`src/rtl/serial_adder_pkg.sv`:
```
// serial_adder_pkg: FSM state encoding and counter sizing shared by the serial adder.
package serial_adder_pkg;
  typedef enum logic [1:0] {IDLE, RUN, DONE} state_t;
  function automatic int cnt_width(input int n);
    return (n > 1) ? $clog2(n) : 1;
  endfunction
endpackage

```
`src/rtl/fa_cell.sv`:
```
// fa_cell: 1-bit full adder, one link of the serial adder's ripple chain.
module fa_cell (
  input  logic a,
  input  logic b,
  input  logic c,
  output logic s,
  output logic cout
);
  assign s    = a ^ b ^ c;
  assign cout = (a & b) | (c & (a ^ b));
endmodule

```
`src/rtl/serial_adder.sv`:
```
// serial_adder: digit-serial a+b+cin, BPC bits per clock; SERIAL_ADDER_SUB_EN adds a sub port for a-b.
module serial_adder
  import serial_adder_pkg::*;
#(
  parameter int WIDTH = 8,
  parameter int BPC   = 1
) (
  input  logic             clk,
  input  logic             rst_n,
  input  logic             in_valid,
  output logic             in_ready,
  input  logic [WIDTH-1:0] a,
  input  logic [WIDTH-1:0] b,
  input  logic             cin,
`ifdef SERIAL_ADDER_SUB_EN
  input  logic             sub,
`endif
  output logic             out_valid,
  input  logic             out_ready,
  output logic [WIDTH-1:0] sum,
  output logic             cout,
  output logic             overflow
);
  localparam int N  = WIDTH / BPC;
  localparam int CW = cnt_width(N);
  if (WIDTH < 2 || WIDTH % BPC != 0) begin : g_chk
    $error("serial_adder: BPC must divide WIDTH and WIDTH must be >= 2");
  end
  state_t           state;
  logic [WIDTH-1:0] ra, rb, rs, nxt;
  logic             carry, b_inv, c0;
  logic [CW-1:0]    cnt;
  logic [BPC:0]     c;
  logic [BPC-1:0]   s;
`ifdef SERIAL_ADDER_SUB_EN
  assign b_inv = sub;
  assign c0    = sub | cin;
`else
  assign b_inv = 1'b0;
  assign c0    = cin;
`endif
  assign c[0] = carry;
  for (genvar i = 0; i < BPC; i++) begin : g_fa
    fa_cell u_fa (.a(ra[i]), .b(rb[i]), .c(c[i]), .s(s[i]), .cout(c[i+1]));
  end
  // new digit enters at the MSB end, so after N steps the sum is aligned
  assign nxt = WIDTH'({s, rs} >> BPC);
  always_ff @(posedge clk) begin
    if (!rst_n) begin
      state     <= IDLE;
      in_ready  <= 1'b1;
      out_valid <= 1'b0;
      sum       <= '0;
      cout      <= 1'b0;
      overflow  <= 1'b0;
      ra        <= '0;
      rb        <= '0;
      rs        <= '0;
      carry     <= 1'b0;
      cnt       <= '0;
    end else begin
      unique case (state)
        IDLE: if (in_valid) begin
          ra       <= a;
          rb       <= b_inv ? ~b : b;
          carry    <= c0;
          cnt      <= '0;
          in_ready <= 1'b0;
          state    <= RUN;
        end
        RUN: begin
          ra    <= ra >> BPC;
          rb    <= rb >> BPC;
          rs    <= nxt;
          carry <= c[BPC];
          cnt   <= cnt + 1'b1;
          if (cnt == CW'(N - 1)) begin
            sum       <= nxt;
            cout      <= c[BPC];
            overflow  <= c[BPC] ^ c[BPC-1];
            out_valid <= 1'b1;
            state     <= DONE;
          end
        end
        DONE: if (out_ready) begin
          out_valid <= 1'b0;
          in_ready  <= 1'b1;
          state     <= IDLE;
        end
        default: state <= IDLE;
      endcase
    end
  end
endmodule

```
`config.mk`:
```
export PLATFORM = sky130hd
export DESIGN_NAME = serial_adder
export DESIGN_NICKNAME = d
export VERILOG_FILES = /design/src/rtl/serial_adder_pkg.sv /design/src/rtl/fa_cell.sv /design/src/rtl/serial_adder.sv
export SDC_FILE = /design/constraint.sdc
export NUM_CORES = 1
export LEC_CHECK = 0
export CORE_AREA = 5 5 75 64
export DETAILED_ROUTE_END_ITERATION = 10
export DIE_AREA = 0 0 80 69
export PLACE_DENSITY = 0.72
export RECOVER_POWER = 25
export SLEW_MARGIN = 20
export SYNTH_ARGS = -nofsm -noshare
export SYNTH_HDL_FRONTEND = slang
export SYNTH_HIERARCHICAL = 1
export SYNTH_SLANG_ARGS = --single-unit
```
`constraint.sdc`:
```
create_clock -name clk -period 1.6 [get_ports clk]
set_clock_uncertainty 0.2 [all_clocks]
set_input_delay 0.24 -clock clk [delete_from_list [all_inputs] [get_ports clk]]
set_output_delay 0.24 -clock clk [all_outputs]
set_load 0.03 [all_outputs]
```
Word level (Yosys, flattened, before mapping)
Index checks and enable logic that the tools add are counted.
{ "totals": {"register_bits": 42, "out_inout_bits": 12, "elab_cells": 51} }
{ "op_classes": {"addsub": 1, "n_eq_ne": 6, "mux": 18, "n_bitwise": 6, "reduce_logical": 9} }
{ "op_table": {"columns": ["cell", "n"], "rows": [
  ["one-hot mux 8 bit (2 select lines)", 2],
  ["2-to-1 mux 8 bit", 2],
  ["AND reduction 3 bit", 3],
  ["2-to-1 mux 2 bit", 3],
  ["inequality test 2 bit (second input constant)", 3],
  ["one-hot mux 1 bit (2 select lines)", 3],
  ["one-hot mux 2 bit (3 select lines)", 1],
  ["one-hot mux 3 bit (2 select lines)", 1],
  ["nonzero test 2 bit", 3],
  ["2-to-1 mux 1 bit", 5],
  ["AND reduction 2 bit", 2],
  ["adder 3 x 1 -> 3 bit (second input constant)", 1],
  ["== test 3 bit (second input constant)", 1],
  ["2-to-1 mux 3 bit", 1],
  ["XOR 1 bit", 3],
  ["bitwise AND 1 bit", 2],
  ["== test 2 x 1 -> 1 bit (second input constant)", 1],
  ["== test 2 bit (second input constant)", 1],
  ["logical NOT 2 bit", 1],
  ["bitwise OR 1 bit", 1]
]} }

Longest topological paths before layout
Gate-level depths: netlist (run 1).
{ "depth": {"depth_word": 4, "ltp_mapped": 6, "ltp_nobuf": 5} }

Modules after synthesis
Netlist (run 1), hierarchy kept.
{ "by_module_without_submodules": {"columns": ["mod", "instances", "cells_each", "area_per_inst_um2", "seq_area_each_um2"], "rows": [
  ["serial_adder", 1, 200, 1686.6, 820.8],
  ["fa_cell", 1, 1, 20.0, 0.0]
]} }

Worst setup path after synthesis (run 1)
No wires, ideal clock.
{ "synth_path": {"path_type": "register to register", "startpoint": "register cnt[0]", "endpoint": "register overflow", "setup_ns": 0.116, "arrival_time_ns": 1.231, "t_required_ns": 1.284, "slack_ns": 0.053, "path_stages_with_launch": 6, "path_buffers": 1, "cell_sequence": "dfxtp_1 > ha_1 > ha_1 > and3b_2 > buf_6 > o211a_1"} }
{ "synth_via": {"elab_chain_len": 2} }
{ "synth_rtl": {"columns": ["element", "line_no", "source"], "rows": [
  ["start, declared", "serial_adder.sv:32", "logic [CW-1:0] cnt;"],
  ["start signal, assigned", "serial_adder.sv:76", "cnt <= cnt + 1'b1;"],
  ["== test 3 bit", "serial_adder.sv:77", "if (cnt == CW'(N - 1)) begin"],
  ["AND reduction 2 bit (no source line)", null, null],
  ["end signal, assigned", "serial_adder.sv:80", "overflow <= c[BPC] ^ c[BPC-1];"],
  ["end, declared", "serial_adder.sv:22", "output logic overflow"]
]} }
No other way between the ends.
A chain may end at the register's enable or synchronous reset.

Worst setup path after layout (run 1)
{ "layout_path": {"startpoint": "register cnt[0]", "endpoint": "register out_valid"} }
{ "layout_via": {"elab_chain_len": 3} }
{ "layout_rtl": {"columns": ["element", "line_no", "source"], "rows": [
  ["== test 3 bit", "serial_adder.sv:77", null],
  ["inequality test 2 bit (no source line)", null, null],
  ["AND reduction 3 bit (no source line)", null, null],
  ["end signal, assigned", "serial_adder.sv:52", "out_valid <= 1'b0;"],
  ["end signal, assigned", "serial_adder.sv:81", "out_valid <= 1'b1;"],
  ["end signal, assigned", "serial_adder.sv:86", "out_valid <= 1'b0;"],
  ["end, declared", "serial_adder.sv:18", "output logic out_valid,"]
]} }
No other way between the ends.

==> results_dict.tcl, run 1 <==
set metrics [dict create \
    status "finished clean" \
    syn-cell-area_um2 1710 \
    rsz0062_at_grt "false" \
    insertion_delay_ns 0.29 \
    cts_tree "yes" \
    path_max_fanout 4 \
    num_io_pins 33 \
    syn_area_per_cell_um2 8.49 \
    n_antenna_cell 0 \
    grt_use_total_pct 13.2 \
    antenna_found_initial 0 \
    whs_ns 0.257 \
    htree_levels 2 \
    vias 1395 \
    dpl_cell_area_um2 2130 \
    max_slew_margin_pct 76.0 \
    hold_buffers 0 \
    grt_max_degree 42 \
    clockRootBuffer "clkbuf_8" \
    drc 0 \
    path_cells "ha_1, ha_2, buf_4, a21oi_1, o2bb2ai_1, and2_1" \
    synth_cell_type_count 28 \
    drive_above_1_share_pct 8.51 \
    synth_top_cell_by_area "dfxtp_1" \
    p_seq_share_pct 50.4 \
    ys_seq_area_share_pct 48.1 \
    cts.clk_slew.worst_paths_ns 0.08 \
    synth_cells 201 \
    dieHeight_um 69 \
    routed_wire_length_per_instance_um 11.5 \
    max_freq_ghz 0.655 \
    grt_pass1_vias 1329 \
    core_area_um2 3990 \
    cts_made_buffers 5 \
    p_comb_share_pct 10.7 \
    syn_to_final_growth_pct 31.2 \
    cp-end-kind "flip-flop" \
    period_needed_ns 1.53 \
    finalHoldViolCount 0 \
    syn_nets 225 \
    synth.most_common_cell "nand2_1" \
    cp_slowest_cell "dfxtp_2" \
    antenna_left 0 \
    ys.flop_type "dfxtp_1" \
    start_kind "flip-flop" \
    cts_setup_buffers 0 \
    synthTopCellsByArea "dfxtp_1 (48%), nand2_1 (14%), a21boi_0 (7.0%)" \
    cap_violations 0 \
    critical_path_arrival_ns 1.51 \
    worstSetupPathType "flip-flop to flip-flop" \
    die_area_um2 5520 \
    leakage_nw 0.871 \
    critical_path.top_delay_family "adder cells" \
    worst_pin_slew_ns 0.360 \
    design_area_um2 2240 \
    crit_required_ns 1.59 \
    hpwl_mm 2.24 \
    first_iter_violations 70 \
    drt_first_pass_iters 4 \
    yosysTopAreaCellShare_pct 48.1 \
    portBuffers 32 \
    fin_crit_sh_pct 95.4 \
    clock_power_share_pct 38.9 \
    cts.sinks 41 \
    power.total_w 0.00219 \
    hp-class "flip-flop to flip-flop" \
    p_sw_share_pct 22.2 \
    slew_viol_final 0 \
    initial_core_util_pct 42.7 \
    rows 21 \
    setup_viol 0 \
    grt_pass1_wl_mm 5.89 \
    drt_wl_total_mm 3.37 \
    gp_congestion 0.724 \
    synth_edf_count 0 \
    cts.path.max_buffers 2 \
    crit_buf_inv 1 \
    pwr_density_cell_nw_per_um2 976 \
    netSwitchingPower_w 0.000485 \
    async_flop_share_pct 0 \
    via_per_inst 4.78 \
    ir_drop_mv 0.520 \
    synth.cells.most_frequent "nand2_1 (63), dfxtp_1 (41), a21boi_0 (16), o21ai_0 (16), a31oi_1 (15)" \
    ys_ff_latch 41 \
    dp_slack_ns -0.0526 \
    grt.overflow.total 0 \
    p_int_w 0.00170 \
    nets 258 \
    die_w_um 80 \
    layout_setup_ws_ns 0.0743 \
    ys_warn_count 6 \
    slowest_delay_ns 0.34 \
]
area by class of cell:
cell class	instances	area, um2
clock buffer	7	86.3
multi-input combinational	147	825
sequential	41	822
timing repair buffer	39	404
clock inverter	1	30.0
fill	399	1760
tap	57	71.3
layout by cell type (no fill, tap or decap), drive strengths merged, types with 4 or more instances in the layout:
cell type,Yosys,layout
nand2b,6,6
dlygate4sd2,0,12
nand2,63,63
a22oi,4,4
buf,9,6
a21boi,16,16
nor2b,8,8
a31oi,15,15
clkdlybuf4s50,0,20
o21ai,16,16
clkbuf,5,8
dfxtp,41,41
a21oi,4,4
stage by stage:
step                      TNS, ns  std cells  util [%]
after floorplan                 0        201         -
after global placement    -0.0295        283      53.2
after detailed placement   -0.375        283      53.2
after CTS                       0        292      56.0
after global routing            0        292      56.0
final                           0        292      56.0
layer usage:
layer,global-route usage [%],up-vias,routed length [um]
met1,17.1,616,1620
met4,5.07,0,64
met3,3.91,8,156
met2,20.7,24,1530
met5,0,-,0
li1,-,747,-
flip-flops by register name, summed over array words and instances (netlist names):
signal / count
ra: 8
rb: 8
sum: 8
rs: 7
cnt: 3
state: 2
carry: 1
cout: 1
in_ready: 1
out_valid: 1
overflow: 1
power groups by stage:
stage	combinational [W]	sequential [W]	clock, W
final	0.000234	0.00110	0.000850
after global routing	0.000265	0.00111	0.000915
after CTS	0.000238	0.00110	0.000878
after detailed placement	0.000239	0.00112	0
after global placement	0.000235	0.00112	0
after floorplan	0.000141	0.00112	0
path summary, 6_finish.rpt:
| path | start | end | slack [ns] | depth (start not counted) |
|---|---|---|---|---|
| setup / recovery | cnt[0] | out_valid | 0.07 | 6 |
| hold reg to reg | sum[5] | sum[5] | 0.26 | 2 |
| setup reg to reg | cnt[0] | out_valid | 0.07 | 6 |
| hold / removal | sum[5] | sum[5] | 0.26 | 2 |
cell families (layout without fill, tap and decap cells):
kind of cell | Yosys count | count (layout) | synth area share [%]
AND/OR/NAND/NOR | 83 | 84 | 22.1
AO/OA/AOI/OAI | 58 | 58 | 21.7
flip-flops | 41 | 41 | 48.1
buffers and inverters | 14 | 47 | 4.40
adder cells (fa/ha/maj) | 3 | 3 | 2.64
XOR/XNOR | 1 | 1 | 0.513
multiplexers | 1 | 1 | 0.587
worst reg2reg max path, stage by stage, from the launching register on:
cell and delay (ns):
dfxtp_2 0.34, ha_1 0.20, ha_2 0.20, buf_4 0.14, a21oi_1 0.13, o2bb2ai_1 0.07, and2_1 0.15
what timing repair did:
action / 4_1_cts / 5_1_grt
gates cloned: 1 / 0
endpoints found under the hold margin: 0 / 0
resized for setup: 12 / 5
endpoints found under the setup margin: 14 / 13
Power figures use the tool's default switching activity.
==> run 2, diff against run 1 <==
--- a/config.mk
+++ b/config.mk
@@ -6,6 +6,7 @@
 export NUM_CORES = 1
 export LEC_CHECK = 0
 export CORE_AREA = 5 5 75 64
+export CTS_CLUSTER_DIAMETER = 60
 export DETAILED_ROUTE_END_ITERATION = 10
 export DIE_AREA = 0 0 80 69
 export PLACE_DENSITY = 0.72
==> results of run 2 <==
No change in the layout: final DEF, timing and power equal those of run 1.
==> run 3, diff against run 2 <==
--- a/config.mk
+++ b/config.mk
@@ -7,6 +7,7 @@
 export LEC_CHECK = 0
 export CORE_AREA = 5 5 75 64
 export CTS_CLUSTER_DIAMETER = 60
+export CTS_CLUSTER_SIZE = 28
 export DETAILED_ROUTE_END_ITERATION = 10
 export DIE_AREA = 0 0 80 69
 export PLACE_DENSITY = 0.72
==> constraint.sdc (replaced) <==
create_clock -name clk -period 1.34 [get_ports clk]
set_clock_uncertainty 0.2 [all_clocks]
set_input_delay 0.201 -clock clk [delete_from_list [all_inputs] [get_ports clk]]
set_output_delay 0.201 -clock clk [all_outputs]
set_load 0.03 [all_outputs]
==> run 3 against run 2 <==
The flow now finishes with violations (setup timing). Design area rose by 2.5%. Die area stayed put. Global-route usage rose by 1.1 points. Sequential power grew 19%. Total power grew 12%. Combinational power increased by 36%. Clock power shrank 3.9%. First-iteration DRC count down 23%. Non-clock buffer count rose by 7. Count of clock-buffer cells in the layout unchanged. Final cell count increased by 2.1%. Wire length up 12%. Critical path type unchanged. Critical endpoint is now overflow. Largest cell class unchanged. Highest routed layer unchanged.
==> results_dict.tcl, run 3 (synthesis gave the netlist of run 1 again) <==
set metrics [dict create \
    first_iter_violations 54 \
    routed_wire_length_per_instance_um 12.6 \
    max_slew_margin_pct 75.1 \
    slew_viol_final 0 \
    grt_use_total_pct 14.3 \
    htree_levels 2 \
    fill_cells 400 \
    crit_required_ns 1.33 \
    status "finished, violations left" \
    finalHoldViolCount 0 \
    ir_drop_mv 0.531 \
    hold_buffers 0 \
    start_kind "flip-flop" \
    initial_core_util_pct 42.7 \
    hpwl_mm 2.43 \
    vias 1453 \
    cap_violations 0 \
    cts_tree "yes" \
    rows 21 \
    drive_above_1_share_pct 21.2 \
    layout_common_cells "nand2_1 (60), dfxtp_1 (36), clkdlybuf4s50_1 (19)" \
    crit_top_cell "ha_4" \
    syn_to_final_growth_pct 34.5 \
    grt_pass1_wl_mm 6.40 \
    portBuffers 32 \
    insertion_delay_ns 0.30 \
    num_io_pins 33 \
    drt_wl_total_mm 3.77 \
    n_antenna_cell 0 \
    core_area_um2 3990 \
    power.total_w 0.00245 \
    max_freq_ghz 0.701 \
    critical_path_arrival_ns 1.42 \
    rsz0062_at_grt "true" \
    path_cells "ha_4, ha_4, and3b_2, o211a_1" \
    antenna_found_initial 0 \
    hp-class "input port to flip-flop" \
    gp_congestion 0.747 \
    dieHeight_um 69 \
    dp_slack_ns -0.282 \
    slowest_delay_ns 0.34 \
    final_common_cell "nand2_1" \
    cp_slowest_cell "dfxtp_2" \
    period_needed_ns 1.43 \
    tns_ns -0.483 \
    worst_pin_slew_ns 0.373 \
    die_w_um 80 \
    largestRegisters "ra: 8 flops, rb: 8 flops, sum: 8 flops" \
    leakage_nw 0.878 \
    nets 265 \
    fin_cells 298 \
    cts.clk_slew.worst_paths_ns 0.08 \
    cts.path.max_buffers 2 \
    path_max_fanout 6 \
    setup_viol 12 \
    cp-end-kind "flip-flop" \
    pwr_density_cell_nw_per_um2 1070 \
    worstSetupPathType "flip-flop to flip-flop" \
    fin_crit_sh_pct 107 \
    grt.overflow.total 0 \
    violations "setup timing" \
    grt_pass1_vias 1410 \
    antenna_left 0 \
    layout_setup_ws_ns -0.0874 \
    grt_max_degree 38 \
    die_area_um2 5520 \
    clockRootBuffer "clkbuf_8" \
    drc 0 \
    cts_made_buffers 5 \
    cts.sinks 41 \
    drt_first_pass_iters 4 \
    via_per_inst 4.88 \
    dp_cells 288 \
]
[run 3: cell count changes in the layout (fill, tap and decap cells not counted), sizes merged]
cell and change:
buf +15, bufinv -1, clkbuf +4, clkdlybuf4s50 -1, dlygate4sd2 -12, dlymetal6s2s +1
[run 3: path summary, 6_finish.rpt]
check,from,end,slack [ns],cells past startpoint
worst max-delay path,cnt[0],overflow,-0.09,4
worst min register to register,sum[0],sum[0],0.25,2
worst max register to register,cnt[0],overflow,-0.09,4
worst min-delay path,in_valid,state[0],0.21,4
[run 3: per-stage QoR]
| stage | hold slack [ns] | instance area [um2] | util (%) |
|---|---|---|---|
| after global placement | 0.243 | 2150 | 53.8 |
| after detailed placement | 0.248 | 2150 | 53.8 |
| after floorplan | 0.130 | 1730 | - |
| after CTS | 0.258 | 2270 | 56.8 |
| after global routing | 0.237 | 2290 | 57.5 |
| final | 0.208 | 2290 | 57.5 |
[run 3: power by group]
part / internal [W] / switching [W] / total [W] / leakage, nW
Clock: 0.000409 / 0.000408 / 0.000817 / 0.0443
Sequential: 0.00128 / 0.0000394 / 0.00131 / 0.337
Combinational: 0.000171 / 0.000147 / 0.000318 / 0.496
[run 3: metal layers]
layer	track usage (%)	vias to the layer above	routed length (um)
met5	0	-	0
met4	5.44	0	37
met3	4.17	6	206
met2	23.4	30	1790
met1	17.7	657	1730
li1	-	760	-
[run 3: worst max-delay path: cells and delay by family, from the launching register on]
family / cells / cell delay [ns]
simple gates: 1 / 0.25
flops: 1 / 0.34
compound gates: 1 / 0.21
fa+ha+maj: 2 / 0.32
[run 3: what timing repair did]
action / in CTS / in global routing
buffers inserted: 1 / 0
gates resized for setup: 10 / 17
cloned: 1 / 1
endpoints found under the setup margin: 34 / 37
pin swaps: 7 / 7
[run 3: area by class of cell]
cell class / instances / area [um2] / share of cell area, %
multi-input combinational: 147 / 877 / 38.2
tap: 57 / 71.3 / 3.11
timing repair buffer: 46 / 430 / 18.8
sequential: 41 / 830 / 36.2
clock buffer: 7 / 86.3 / 3.76
